### src/rtl/sb_pkg.sv
// sb_pkg: shared constants and types for the store buffer
package sb_pkg;
    localparam int SB_N = 32;
    localparam int SB_DEPTH = 4;
    localparam int SB_PTR_W = $clog2(SB_DEPTH);
    localparam int WORD_LSB = 2;
    typedef struct packed {
        logic [SB_N-1:0] addr;
        logic [SB_N-1:0] data;
    } sb_entry_t;
endpackage

### src/rtl/sb_fwd_match.sv
// sb_fwd_match: age-ordered word-address match over occupied entries, youngest wins
module sb_fwd_match import sb_pkg::*; #(
    parameter int n = SB_N,
    parameter int DEPTH = SB_DEPTH,
    localparam int PW = $clog2(DEPTH),
    localparam int CW = PW + 1
) (
    input  logic [n-1:WORD_LSB] ent_waddr [DEPTH],
    input  logic [n-1:0]        ent_data [DEPTH],
    input  logic [PW-1:0]       head,
    input  logic [CW-1:0]       count,
    input  logic [n-1:WORD_LSB] ld_waddr,
    output logic                hit,
    output logic [n-1:0]        data
);
    // walk oldest to youngest so a later match overrides an earlier one
    always_comb begin
        hit = 1'b0;
        data = '0;
        for (int k = 0; k < DEPTH; k++) begin
            if (CW'(k) < count && ent_waddr[head + PW'(k)] == ld_waddr) begin
                hit = 1'b1;
                data = ent_data[head + PW'(k)];
            end
        end
    end
endmodule

### src/rtl/store_buffer.sv
// store_buffer: posted-write FIFO in front of the data memory with youngest-match load forwarding
module store_buffer import sb_pkg::*; #(
    parameter int n = SB_N,
    parameter int DEPTH = SB_DEPTH
) (
    input  logic         clk,
    input  logic         rst_n,
    input  logic         st_valid,
    input  logic [n-1:0] st_addr,
    input  logic [n-1:0] st_wdata,
    output logic         st_ready,
    input  logic         ld_valid,
    input  logic [n-1:0] ld_addr,
    output logic         ld_hit,
    output logic [n-1:0] ld_fwd_data,
    output logic         mem_we,
    output logic [n-1:0] mem_addr,
    output logic [n-1:0] mem_wd,
    output logic         sb_empty
);
    localparam int PW = $clog2(DEPTH);
    localparam int CW = PW + 1;
    logic [n-1:0]        addr_q [DEPTH];
    logic [n-1:0]        data_q [DEPTH];
    logic [n-1:WORD_LSB] waddr [DEPTH];
    logic [PW-1:0]       head_q, tail_q;
    logic [CW-1:0]       count_q;
    logic                enq, drain, hit;
    logic [n-1:0]        fwd;

    assign st_ready = count_q != CW'(DEPTH);
    assign sb_empty = count_q == '0;
    assign enq = st_valid && st_ready;
    // loads always own the memory port; stores retire only in idle cycles
    assign drain = !sb_empty && !ld_valid;

    for (genvar i = 0; i < DEPTH; i++) begin : g_waddr
        assign waddr[i] = addr_q[i][n-1:WORD_LSB];
    end

    sb_fwd_match #(.n(n), .DEPTH(DEPTH)) u_match (
        .ent_waddr(waddr),
        .ent_data(data_q),
        .head(head_q),
        .count(count_q),
        .ld_waddr(ld_addr[n-1:WORD_LSB]),
        .hit(hit),
        .data(fwd)
    );

    always_comb begin
        mem_we = drain;
        mem_addr = drain ? addr_q[head_q] : ld_valid ? ld_addr : '0;
        mem_wd = drain ? data_q[head_q] : '0;
        ld_hit = ld_valid && hit;
        ld_fwd_data = ld_hit ? fwd : '0;
    end

    always_ff @(posedge clk or negedge rst_n) begin
        if (!rst_n) begin
            head_q <= '0;
            tail_q <= '0;
            count_q <= '0;
        end else begin
            if (enq) tail_q <= tail_q + PW'(1);
            if (drain) head_q <= head_q + PW'(1);
            count_q <= count_q + CW'(enq) - CW'(drain);
        end
    end

    always_ff @(posedge clk) begin
        if (enq) begin
            addr_q[tail_q] <= st_addr;
            data_q[tail_q] <= st_wdata;
        end
    end
endmodule
### config.mk
export PLATFORM = sky130hd
export DESIGN_NAME = store_buffer
export DESIGN_NICKNAME = d
export VERILOG_FILES = /design/src/rtl/sb_pkg.sv /design/src/rtl/sb_fwd_match.sv /design/src/rtl/store_buffer.sv
export SDC_FILE = /design/constraint.sdc
export NUM_CORES = 1
export LEC_CHECK = 0
export ABC_AREA = 0
export CORE_ASPECT_RATIO = 0.5
export CORE_MARGIN = 3
export CORE_UTILIZATION = 53
export CTS_CLUSTER_DIAMETER = 60
export CTS_CLUSTER_SIZE = 20
export DETAILED_ROUTE_END_ITERATION = 12
export GPL_TIMING_DRIVEN = 0
export PLACE_DENSITY = 0.79
export SYNTH_ARGS = -nofsm -noshare
export SYNTH_HDL_FRONTEND = slang
export SYNTH_HIERARCHICAL = 1
export SYNTH_SLANG_ARGS = --single-unit
### constraint.sdc
create_clock -name clk -period 3.98 [get_ports clk]
set_input_delay 0.597 -clock clk [delete_from_list [all_inputs] [get_ports clk]]
set_output_delay 0.597 -clock clk [all_outputs]
set_load 0.05 [all_outputs]
Yosys cells after proc, flatten, opt, wreduce, memory -nomap -nowiden
Memories as Yosys holds them, arrays and structs flattened.
Cells that the tools add are included.
{ "totals": {"mem_bits_rw": 128, "regBits": 135, "out_inout_bits": 100, "input_bits": 100, "mem_count": 1, "elab_cells": 86} }
{ "op_classes": {"bitwise_logic": 5, "magnitude_cmp": 10, "n_mux": 41, "add_sub_neg": 6, "n_reduce_logical": 11, "eq_ne": 5} }
{ "memory_table": {"columns": ["name", "words", "width", "read_ports", "rd_ports_with_merged_regs", "write_ports", "line_no", "rtl"], "rows": [
  ["addr_q", 4, 32, 5, 0, 1, "store_buffer.sv:23", "logic [n-1:0] addr_q [DEPTH];"]
]} }
{ "ops": {"columns": ["operator", "count"], "rows": [
  ["2-to-1 mux 32 bit", 17],
  ["binary-select mux 32 bit (select 2 bit)", 4],
  ["binary-select mux 30 bit (select 2 bit)", 4],
  ["2-to-1 mux 30 bit", 8],
  ["bitwise mux 128 bit", 1],
  ["equality test 30 bit", 4],
  ["demux 32 bit (select 2 bit)", 1],
  ["greater-or-equal comparator 3 bit, second input constant", 5],
  ["inverter 2 -> 3 bit", 5],
  ["logical AND 1 bit", 8],
  ["< comparator 1 x 3 -> 1 bit, first input constant", 2],
  ["< comparator 2 x 3 -> 1 bit, first input constant", 2],
  ["2-to-1 mux 1 bit", 6],
  ["adder 2 x 1 -> 2 bit, second input constant", 2],
  ["adder 2 bit, second input constant", 2],
  ["adder 3 x 1 -> 3 bit", 1],
  ["logical NOT 3 bit", 1],
  ["< comparator 3 x 1 -> 1 bit, second input constant", 1],
  ["!= test 3 bit, second input constant", 1],
  ["subtractor 3 x 1 -> 3 bit", 1],
  ["logical NOT 1 bit", 2]
]} }

Longest topological paths before layout
Gate-level depths: netlist of run 1.
{ "logic_depth": {"word_depth": 12, "mapped_depth": 16, "depth_no_buf": 10} }

Modules after synthesis
Netlist of run 1, hierarchy kept.
{ "by_module_without_submodules": {"columns": ["mod", "instances", "seq_area_each_um2", "cells_per_inst", "area_each_um2"], "rows": [
  ["store_buffer", 1, 7862.5, 483, 10383.7],
  ["sb_fwd_match", 1, 0.0, 1055, 8102.8]
]} }

Least setup slack after synthesis of run 1
Ideal clock, no wire load.
{ "synth_timing": {"kind": "flip-flop to output port", "from": "register head_q[1]", "to": "output port ld_fwd_data[22]", "t_required_ps": 3383, "path_stages_with_launch": 15, "path_buffers": 7, "setup_slack_ps": -195, "t_arrival_ps": 3578, "path_cell_list": "dfrtp_1 -> buf_4 -> buf_6 -> buf_4 -> buf_2 -> mux4_2 -> xnor2_1 -> nand4_1 -> nor4_1 -> nor4bb_1 -> clkbuf_1 -> buf_2 -> or3_1 -> clkbuf_1 -> and3_1"} }
{ "synth_via": {"elab_chain_len": 12, "elab_cells_between_ends": 49, "classes_between": "3 x add/sub; 4 x eq/ne; 33 x mux; 4 x bitwise; 5 x reduce/logical"} }
{ "synth_lines": {"columns": ["item", "line_no", "rtl"], "rows": [
  ["start: declaration", "store_buffer.sv:26", "logic [PW-1:0] head_q, tail_q;"],
  ["start signal: assignment", "store_buffer.sv:66", "if (drain) head_q <= head_q + PW'(1);"],
  ["adder 2 x 1 -> 2 bit / inverter 2 -> 3 bit (equally long branches)", "sb_fwd_match.sv:21", "if (CW'(k) < count && ent_waddr[head + PW'(k)] == ld_waddr) begin"],
  ["inverter 2 -> 3 bit (not written as such) / binary-select mux 30 bit (select 2 bit) (equally long branches)", "sb_fwd_match.sv:21", null],
  ["binary-select mux 30 bit (select 2 bit) / 2-to-1 mux 30 bit (equally long branches)", "sb_fwd_match.sv:21", null],
  ["2-to-1 mux 30 bit (not written as such)", "sb_fwd_match.sv:21", null],
  ["2-to-1 mux 30 bit (not written as such) / equality test 30 bit (equally long branches)", "sb_fwd_match.sv:21", null],
  ["equality test 30 bit / logical AND 1 bit (equally long branches)", "sb_fwd_match.sv:21", null],
  ["logical AND 1 bit / 2-to-1 mux 1 bit (equally long branches)", "sb_fwd_match.sv:21", null],
  ["2-to-1 mux 1 bit (2 in series)", "sb_fwd_match.sv:21", null],
  ["2-to-1 mux 1 bit (*)", "sb_fwd_match.sv:21", null],
  ["net hit", "store_buffer.sv:28", "logic enq, drain, hit;"],
  ["logical AND 1 bit (*)", "store_buffer.sv:55", "ld_hit = ld_valid && hit;"],
  ["2-to-1 mux 32 bit (*)", "store_buffer.sv:56", "ld_fwd_data = ld_hit ? fwd : '0;"],
  ["end: declaration", "store_buffer.sv:15", "output logic [n-1:0] ld_fwd_data,"]
]} }
Mark *: on every way through the listed nets, which the timed path passes. The rest lies on a longest branch. The select of a mux whose other input is x is not followed.

Final worst setup path of run 1
{ "layout_timing": {"from": "register head_q[1]", "to": "output port ld_fwd_data[18]"} }
{ "layout_via": {"elab_cells_between_ends": 49, "classes_between": "3 x add/sub; 4 x eq/ne; 33 x mux; 4 x bitwise; 5 x reduce/logical"} }
{ "layout_lines": {"columns": ["item", "line_no", "rtl"], "rows": [
  ["adder 2 x 1 -> 2 bit / inverter 2 -> 3 bit (equally long branches)", "sb_fwd_match.sv:21, sb_fwd_match.sv:23", null],
  ["inverter 2 -> 3 bit (not written as such) / binary-select mux 30 bit (select 2 bit) (equally long branches)", "sb_fwd_match.sv:21, sb_fwd_match.sv:23", null],
  ["binary-select mux 30 bit (select 2 bit) / 2-to-1 mux 30 bit (equally long branches)", "sb_fwd_match.sv:21", null],
  ["2-to-1 mux 30 bit (not written as such)", "sb_fwd_match.sv:21", null],
  ["2-to-1 mux 30 bit (not written as such) / equality test 30 bit (equally long branches)", "sb_fwd_match.sv:21", null],
  ["equality test 30 bit / logical AND 1 bit (equally long branches)", "sb_fwd_match.sv:21", null],
  ["logical AND 1 bit / 2-to-1 mux 32 bit (equally long branches)", "sb_fwd_match.sv:21", null],
  ["2-to-1 mux 32 bit (2 in series)", "sb_fwd_match.sv:21", null],
  ["2-to-1 mux 32 bit (*)", "sb_fwd_match.sv:21", null],
  ["net fwd[18]", "store_buffer.sv:29", "logic [n-1:0] fwd;"],
  ["2-to-1 mux 32 bit (*)", "store_buffer.sv:56", null]
]} }
Marked as above.

==> qor.yml, run 1 <==
status: "complete, but fails checks"
violations: "negative setup slack"
die_w_um: 270.1
skew_ns: 0.01588
critPathLaunchType: "flip-flop"
drtAntennaViolNets: 0
rows: 47
htree_num_levels: 1
nets: 1948
r2r_setup_slack_ns: 0.93
tritoncts: "built"
drc_errors: 0
final_cell_count_no_fill: 2319
ys.warnings.count: 6
cts_sinks: 263
synth_edf_count: 256
worstPathArrival_ns: 4.53
grt_pass1_wl_um: 102900
route.met2.wl_um: 31450
drt-total-wl_um: 71170
setup_tns_ns: -36.23
ys_types: 77
synthFlopType: "edfxtp_1"
rsz0062_at_grt: "yes"
die_y_um: 138.1
max_slew.worst_pin.slew_ns: 1.042
hpwlAfterDp_um: 48270
period_needed_ns: 5.122
antenna_cells: 0
clockBufferDepth: 3
root_buffer: "clkbuf_16"
synth_top_cell_area_share: 0.4158
setup_viol: 33
grt_pass1_vias: 15570
grt_max_degree: 46
worstSetupEndpointType: "output port"
gr-total-overflow: 0
finalHoldViolCount: 0
reg2regPathDepth: 9
vias_per_cell: 6.934
portBuffers: 199
hold_class: "primary input to asynchronous set/reset pin"
area_delta_synth_final_pct: 33.75
worst_path_max_delay_cell: "nor4bb_4"
clk_latency_ns: 0.55
cts_buffers: 19
vias: 16080
detail_route.first_pass.iterations: 7
core-area_mm2: 0.03370
syn_inst: 1538
avgSynthCellArea_um2: 12.02
synth-seq-cells: 263
p_leak_uw: 0.009161
dp.cells: 2206
worst-setup-path-type: "flip-flop to output port"
drive_gt1_frac: 0.2983
dieArea_mm2: 0.03729
worstPathCellList: "buf_12 -> buf_16 -> buf_16 -> buf_16 -> buf_4 -> mux4_2 -> xnor2_2 -> nand4_1 -> nor4_2 -> nor4bb_4 -> buf_8 -> a211oi_4 -> buf_6 -> buf_8 -> a31o_2 -> and3_4 -> buf_8"
met1Wirelength_um: 26770
worst_slack_ns: -1.142
synth_area_leaders: "edfxtp_1, mux2i_1, mux4_2"
critPathMaxFanout: 7
start_util: 0.5486
grt_usage: 0.3654
syn_area_mm2: 0.01849
topRoutingLayerUsed: "met4"
async_reset_ff_frac: 0.02662
finalWeightedCongestion: 1.034
timing.hold.ws_ns: 0.3467
drv_cap: 0
pwr_density_cell_mw_per_mm2: 765.4
num_io_pins: 200
yosysSeqAreaShare: 0.4253
relSlewSlack: 0.3052
wl_met3_um: 9027
synth_top_cell_by_area: "edfxtp_1"
drtIter0Drc: 2285
avgRoutedWirePerCell_um: 30.69
peakVddDrop_uv: 404.7
antenna_found_initial: 1
finalMaxSlewViolations: 0
cp_data_required_time_ns: 3.38
cpPeakStageDelay_ns: 0.55
fill_cells: 2205
fmax_mhz: 195.2
finalCritPeriodShare: 1.287
synth_fp_nets: 1644
cts.clk_slew.worst_paths_ns: 0.08
-- final timing paths --
kind,from,to
worst max-delay path,head_q[1],ld_fwd_data[18]
worst min-delay path,rst_n,tail_q[1]
worst max register to register,count_q[2],count_q[2]
worst min register to register,tail_q[1],tail_q[1]
max in group asynchronous,rst_n,head_q[1]
min in group clk,tail_q[1],tail_q[1]
-- per-layer routing --
| metal | vias up | GRT usage |
|---|---|---|
| met2 | 1256 | 0.5671 |
| met1 | 7900 | 0.5077 |
| met5 | - | 0 |
| li1 | 6655 | - |
| met4 | 0 | 0.1413 |
| met3 | 270 | 0.07929 |
-- stage by stage --
stage	utilization	cell area, um2	total power (uW)	setup slack [ns]
2_1_floorplan	-	18580	11010	-0.04289
3_3_place_gp	0.6276	21150	14170	-2.701
3_5_place_dp	0.6315	21280	14260	-2.690
4_1_cts	0.7073	23830	17720	-0.9491
5_1_grt	0.7338	24730	19430	-1.115
6_report	0.7338	24730	18930	-1.142
-- layout by cell type, fill, tap and decap left out, types with 23 or more instances in the layout --
| cell | n |
|---|---|
| nor2b_1 | 31 |
| buf_4 | 60 |
| mux2i_2 | 29 |
| clkbuf_1 | 54 |
| and2_1 | 47 |
| buf_8 | 43 |
| a22o_1 | 35 |
| o21ai_0 | 28 |
| clkbuf_16 | 28 |
| edfxtp_1 | 256 |
| xnor2_1 | 66 |
| nor2_1 | 59 |
| mux4_2 | 85 |
| a211oi_1 | 23 |
| mux2_2 | 36 |
| xor2_1 | 28 |
| a21oi_1 | 29 |
| mux2i_1 | 171 |
| clkdlybuf4s50_1 | 148 |
| mux2i_4 | 30 |
| and3_4 | 33 |
| buf_12 | 26 |
| nand2_1 | 88 |
-- logic make-up (layout without fill, tap and decap cells) --
family | Yosys count | in the layout | synth area share
simple gates | 352 | 352 | 0.09929
flops | 263 | 263 | 0.4253
mux | 356 | 356 | 0.2559
fa+ha+maj | 6 | 6 | 0.004467
compound gates | 287 | 287 | 0.1186
buf+inv | 160 | 476 | 0.04244
xor+xnor | 114 | 114 | 0.05401
-- Yosys cell counts, drive strengths merged, types with 7 or more instances --
library cell,instances
dfrtp,7
a31o,20
nor4,12
inv,14
mux4,88
a211o,18
nand3,17
xor2,29
o21ai,46
clkbuf,67
and2,50
a41o,18
a2111oi,9
a22o,35
nor2,60
a211oi,42
o22ai,9
a21oi,30
nand4,11
nor3,21
a22oi,14
xnor2,85
buf,79
nand2,91
o311a,9
mux2i,230
edfxtp,256
and3,41
nor2b,31
mux2,38
-- cell type report --
class	instances	area, um2	share of cell area
multi-input cells	1115	11040	0.4463
flip-flops and latches	263	7864	0.3180
repair buffers	284	3246	0.1313
plain buffers	145	1334	0.05394
well taps	465	581.8	0.02353
clock buffers	26	501.7	0.02029
clock inverters	7	103.9	0.004200
inverters	14	60.06	0.002429
-- worst max-delay path, delay by kind of cell, from the launching register on --
family	cells	cell delay [ns]
and+or+nand+nor	4	1.20
DFF	1	0.47
buffers and inverters	9	1.45
xor gates and xnor gates	1	0.18
AOI/OAI and AO/OA	2	0.32
muxes	1	0.31
-- state kept, by name, indices dropped and copies added, names as in the netlist --
| register | cells |
|---|---|
| head_q | 2 |
| data_q | 128 |
| tail_q | 2 |
| addr_q | 128 |
| count_q | 3 |
-- timing repair --
action / 4_1_cts / 5_1_grt
gates resized for setup: 550 / 122
hold endpoints to repair: 0 / 0
pin swaps: 43 / 35
setup endpoints to repair: 72 / 51
buffers inserted: 43 / 27
hold buffers: 0 / 0
cloned: 6 / 5
-- report_power, final --
part | switching [uW] | internal [uW] | total (uW)
clock | 1080 | 990 | 2070
combinational | 7240 | 5440 | 12700
sequential | 492 | 3690 | 4180
No activity file was read; power rests on OpenSTA's default activity.
==> inputs of run 2 (changes only) <==
- PLACE_DENSITY: 0.79 -> 0.81
==> run 2 against run 1 <==
Against the previous run: global-route usage fell by 0.45 points; flip-flop and latch count did not move; critical path type unchanged; clock skew rose by 0.0092 ns; largest power group unchanged; the flow still finishes with violations (negative setup slack); sequential share of layout area rose by 1.4 points; first-iteration DRC count rose by 16%; critical endpoint is now ld_fwd_data[29]; highest routed layer is now met5.
==> qor.yml, run 2 (synthesis results as in run 1) <==
final_cell_mix: "edfxtp_1, mux2i_1, clkdlybuf4s50_1"  # unchanged
hpwlAfterDp_um: 48640  # was 48270 um
rsz0062_at_grt: "yes"  # unchanged
avgRoutedWirePerCell_um: 30.32  # was 30.69 um
setup_viol: 33  # unchanged
gr-total-overflow: 0  # unchanged
relSlewSlack: 0.3856  # was 0.3052
area_delta_synth_final_pct: 28.29  # was 33.75%
core-area_mm2: 0.03370  # unchanged
peakVddDrop_uv: 364.4  # was 404.7 uV
switching_power_uw: 8444  # was 8805 uW
drv_cap: 0  # unchanged
fin_area_mm2: 0.02372  # was 0.02473 mm2
critPathMaxFanout: 10  # was 7
timing.hold.ws_ns: 0.3502  # was 0.3467 ns
p_comb_frac: 0.665  # was 0.670
rr_startpoint: "count_q[2]"  # unchanged
worstPathArrival_ns: 4.63  # was 4.53 ns
grt_usage: 0.3610  # was 0.3654
place_area_mm2: 0.02128  # unchanged
power_frac_seq: 0.230  # was 0.221
finalMaxSlewViolations: 0  # unchanged
clockBufferDepth: 3  # unchanged
cts_buffers: 18  # was 19
period_needed_ns: 5.223  # was 5.122 ns
reg2reg_to: "count_q[2]"  # unchanged
root_buffer: "clkbuf_16"  # unchanged
setup_tns_ns: -38.38  # was -36.23 ns
violations: "negative setup slack"  # unchanged
htree_num_levels: 1  # unchanged
drtIter0Drc: 2640  # was 2285
vias_per_cell: 6.916  # was 6.934
dp_worst_setup_slack_ns: -2.870  # was -2.690 ns
worst_slack_ns: -1.243  # was -1.142 ns
clk_latency_ns: 0.55  # about the same
skew_ns: 0.02507  # was 0.01588 ns
tritoncts: "built"  # unchanged
finalHoldViolCount: 0  # unchanged
internal-power_uw: 9537  # was 10120 uW
detail_route.first_pass.iterations: 6  # was 7
antenna_found_initial: 3  # was 1
hold_class: "primary input to asynchronous set/reset pin"  # unchanged
grt_pass1_vias: 15420  # was 15570
drtAntennaViolNets: 0  # unchanged
nets: 1927  # was 1948
reg_top3: "addr_q x128, data_q x128, count_q x3"  # unchanged
drc_errors: 0  # unchanged
power_uw: 17980  # was 18930 uW
critPathLaunchType: "flip-flop"  # unchanged
cts.clk_slew.worst_paths_ns: 0.08  # about the same
die_y_um: 138.1  # unchanged
start_util: 0.5486  # unchanged
rows: 47  # unchanged
cts_sinks: 263  # unchanged
clkPwrFrac: 0.105  # was 0.109
layout_commonest_cell: "edfxtp_1"  # unchanged
portBuffers: 199  # unchanged
finalWeightedCongestion: 1.017  # was 1.034
dieArea_mm2: 0.03729  # unchanged
drive_gt1_frac: 0.2738  # was 0.2983
grt_pass1_wl_um: 102100  # was 102900 um
p_leak_uw: 0.008736  # was 0.009161 uW
grt_max_degree: 50  # was 46
switching_share: 0.4696  # was 0.4652
max_slew.worst_pin.slew_ns: 0.9215  # was 1.042 ns
drt-total-wl_um: 69610  # was 71170 um
fmax_mhz: 191.4  # was 195.2 MHz
status: "complete, but fails checks"  # unchanged
r2r_setup_slack_ns: 1.08  # was 0.93 ns
worst-setup-path-type: "flip-flop to output port"  # unchanged
num_io_pins: 200  # unchanged
ctsHoldBuffers: 0  # unchanged
cp_data_required_time_ns: 3.38  # about the same
finalCritPeriodShare: 1.312  # was 1.287
vias: 15880  # was 16080
worstSetupEndpointType: "output port"  # unchanged
reg2regPathDepth: 9  # unchanged
die_w_um: 270.1  # unchanged
pwr_density_cell_mw_per_mm2: 758.2  # was 765.4 mW/mm2
-- run 2: cell count changes in the layout (fill, tap and decap cells not counted), sizes merged, moves of 2 or more --
cell           change
inv                -2
buf               -14
clkbuf            -10
bufbuf             +2
clkdlybuf4s50     +14
dlygate4sd2        -4
dlymetal6s2s      -10
-- run 2: metrics by stage --
step                  util  cells
floorplan                -   1538
global placement    0.6276   2202
detailed placement  0.6315   2206
CTS                 0.6845   2263
global route        0.7038   2296
finish              0.7038   2296
-- run 2: routing by layer --
layer	vias to the layer above	track usage	share of wire
li1	6598	-	-
met5	-	0	0.00040
met1	7836	0.5087	0.38
met3	208	0.07185	0.12
met4	4	0.1134	0.039
met2	1233	0.5693	0.45
-- run 2: final cells by class --
cell class / count / area [um2]
Multi-Input combinational cell: 1115 / 10720
Tap cell: 465 / 581.8
Antenna cell: 1 / 2.502
Clock buffer: 24 / 473.0
Inverter: 14 / 65.06
Sequential cell: 263 / 7864
Buffer: 146 / 1167
Fill cell: 2383 / 9980
Clock inverter: 5 / 73.82
Timing Repair Buffer: 263 / 2769
-- run 2: how the worst max path moves through the flow --
stage                         start               to  slack [ns]  depth (start not counted)
after global routing      head_q[1]  ld_fwd_data[20]       -1.29                         17
after global placement    head_q[1]  ld_fwd_data[30]       -2.93                         16
after CTS                 head_q[1]  ld_fwd_data[25]       -1.06                         14
after floorplan           head_q[1]  ld_fwd_data[22]       -0.04                         15
final                     head_q[1]  ld_fwd_data[29]       -1.24                         18
after detailed placement  head_q[1]  ld_fwd_data[21]       -2.87                         16
-- run 2: power by group through the flow --
stage / registers, uW / logic [uW] / clock network, uW
after detailed placement: 4140 / 10100 / 0
after global routing: 4200 / 12300 / 2020
final: 4140 / 12000 / 1880
after floorplan: 4020 / 6990 / 0
after CTS: 4110 / 11200 / 1910
after global placement: 4190 / 10000 / 0
-- run 2: timing repair --
action / in CTS / in global routing
pin swaps: 20 / 8
gates cloned: 3 / 2
setup buffers: 25 / 30
endpoints found under the setup margin: 83 / 33
resized for setup: 447 / 99
-- run 2: critical path, stage by stage, from the launching register on --
cell      delay [ns]
dfrtp_2         0.44
buf_12          0.16
buf_12          0.13
buf_12          0.13
buf_12          0.15
mux2i_1         0.25
mux2i_2         0.11
xnor2_1         0.28
nand4_1         0.22
nor4_1          0.34
nor4bb_4        0.56
buf_8           0.21
buf_12          0.11
a211oi_4        0.05
buf_4           0.18
buf_8           0.14
a31o_1          0.18
and3_2          0.25
buf_8           0.16
==> inputs of run 3 (changes only) <==
- ABC_AREA: 0 -> default
==> results of run 3 <==
The final DEF is identical to that of run 2; final timing and power are the same.
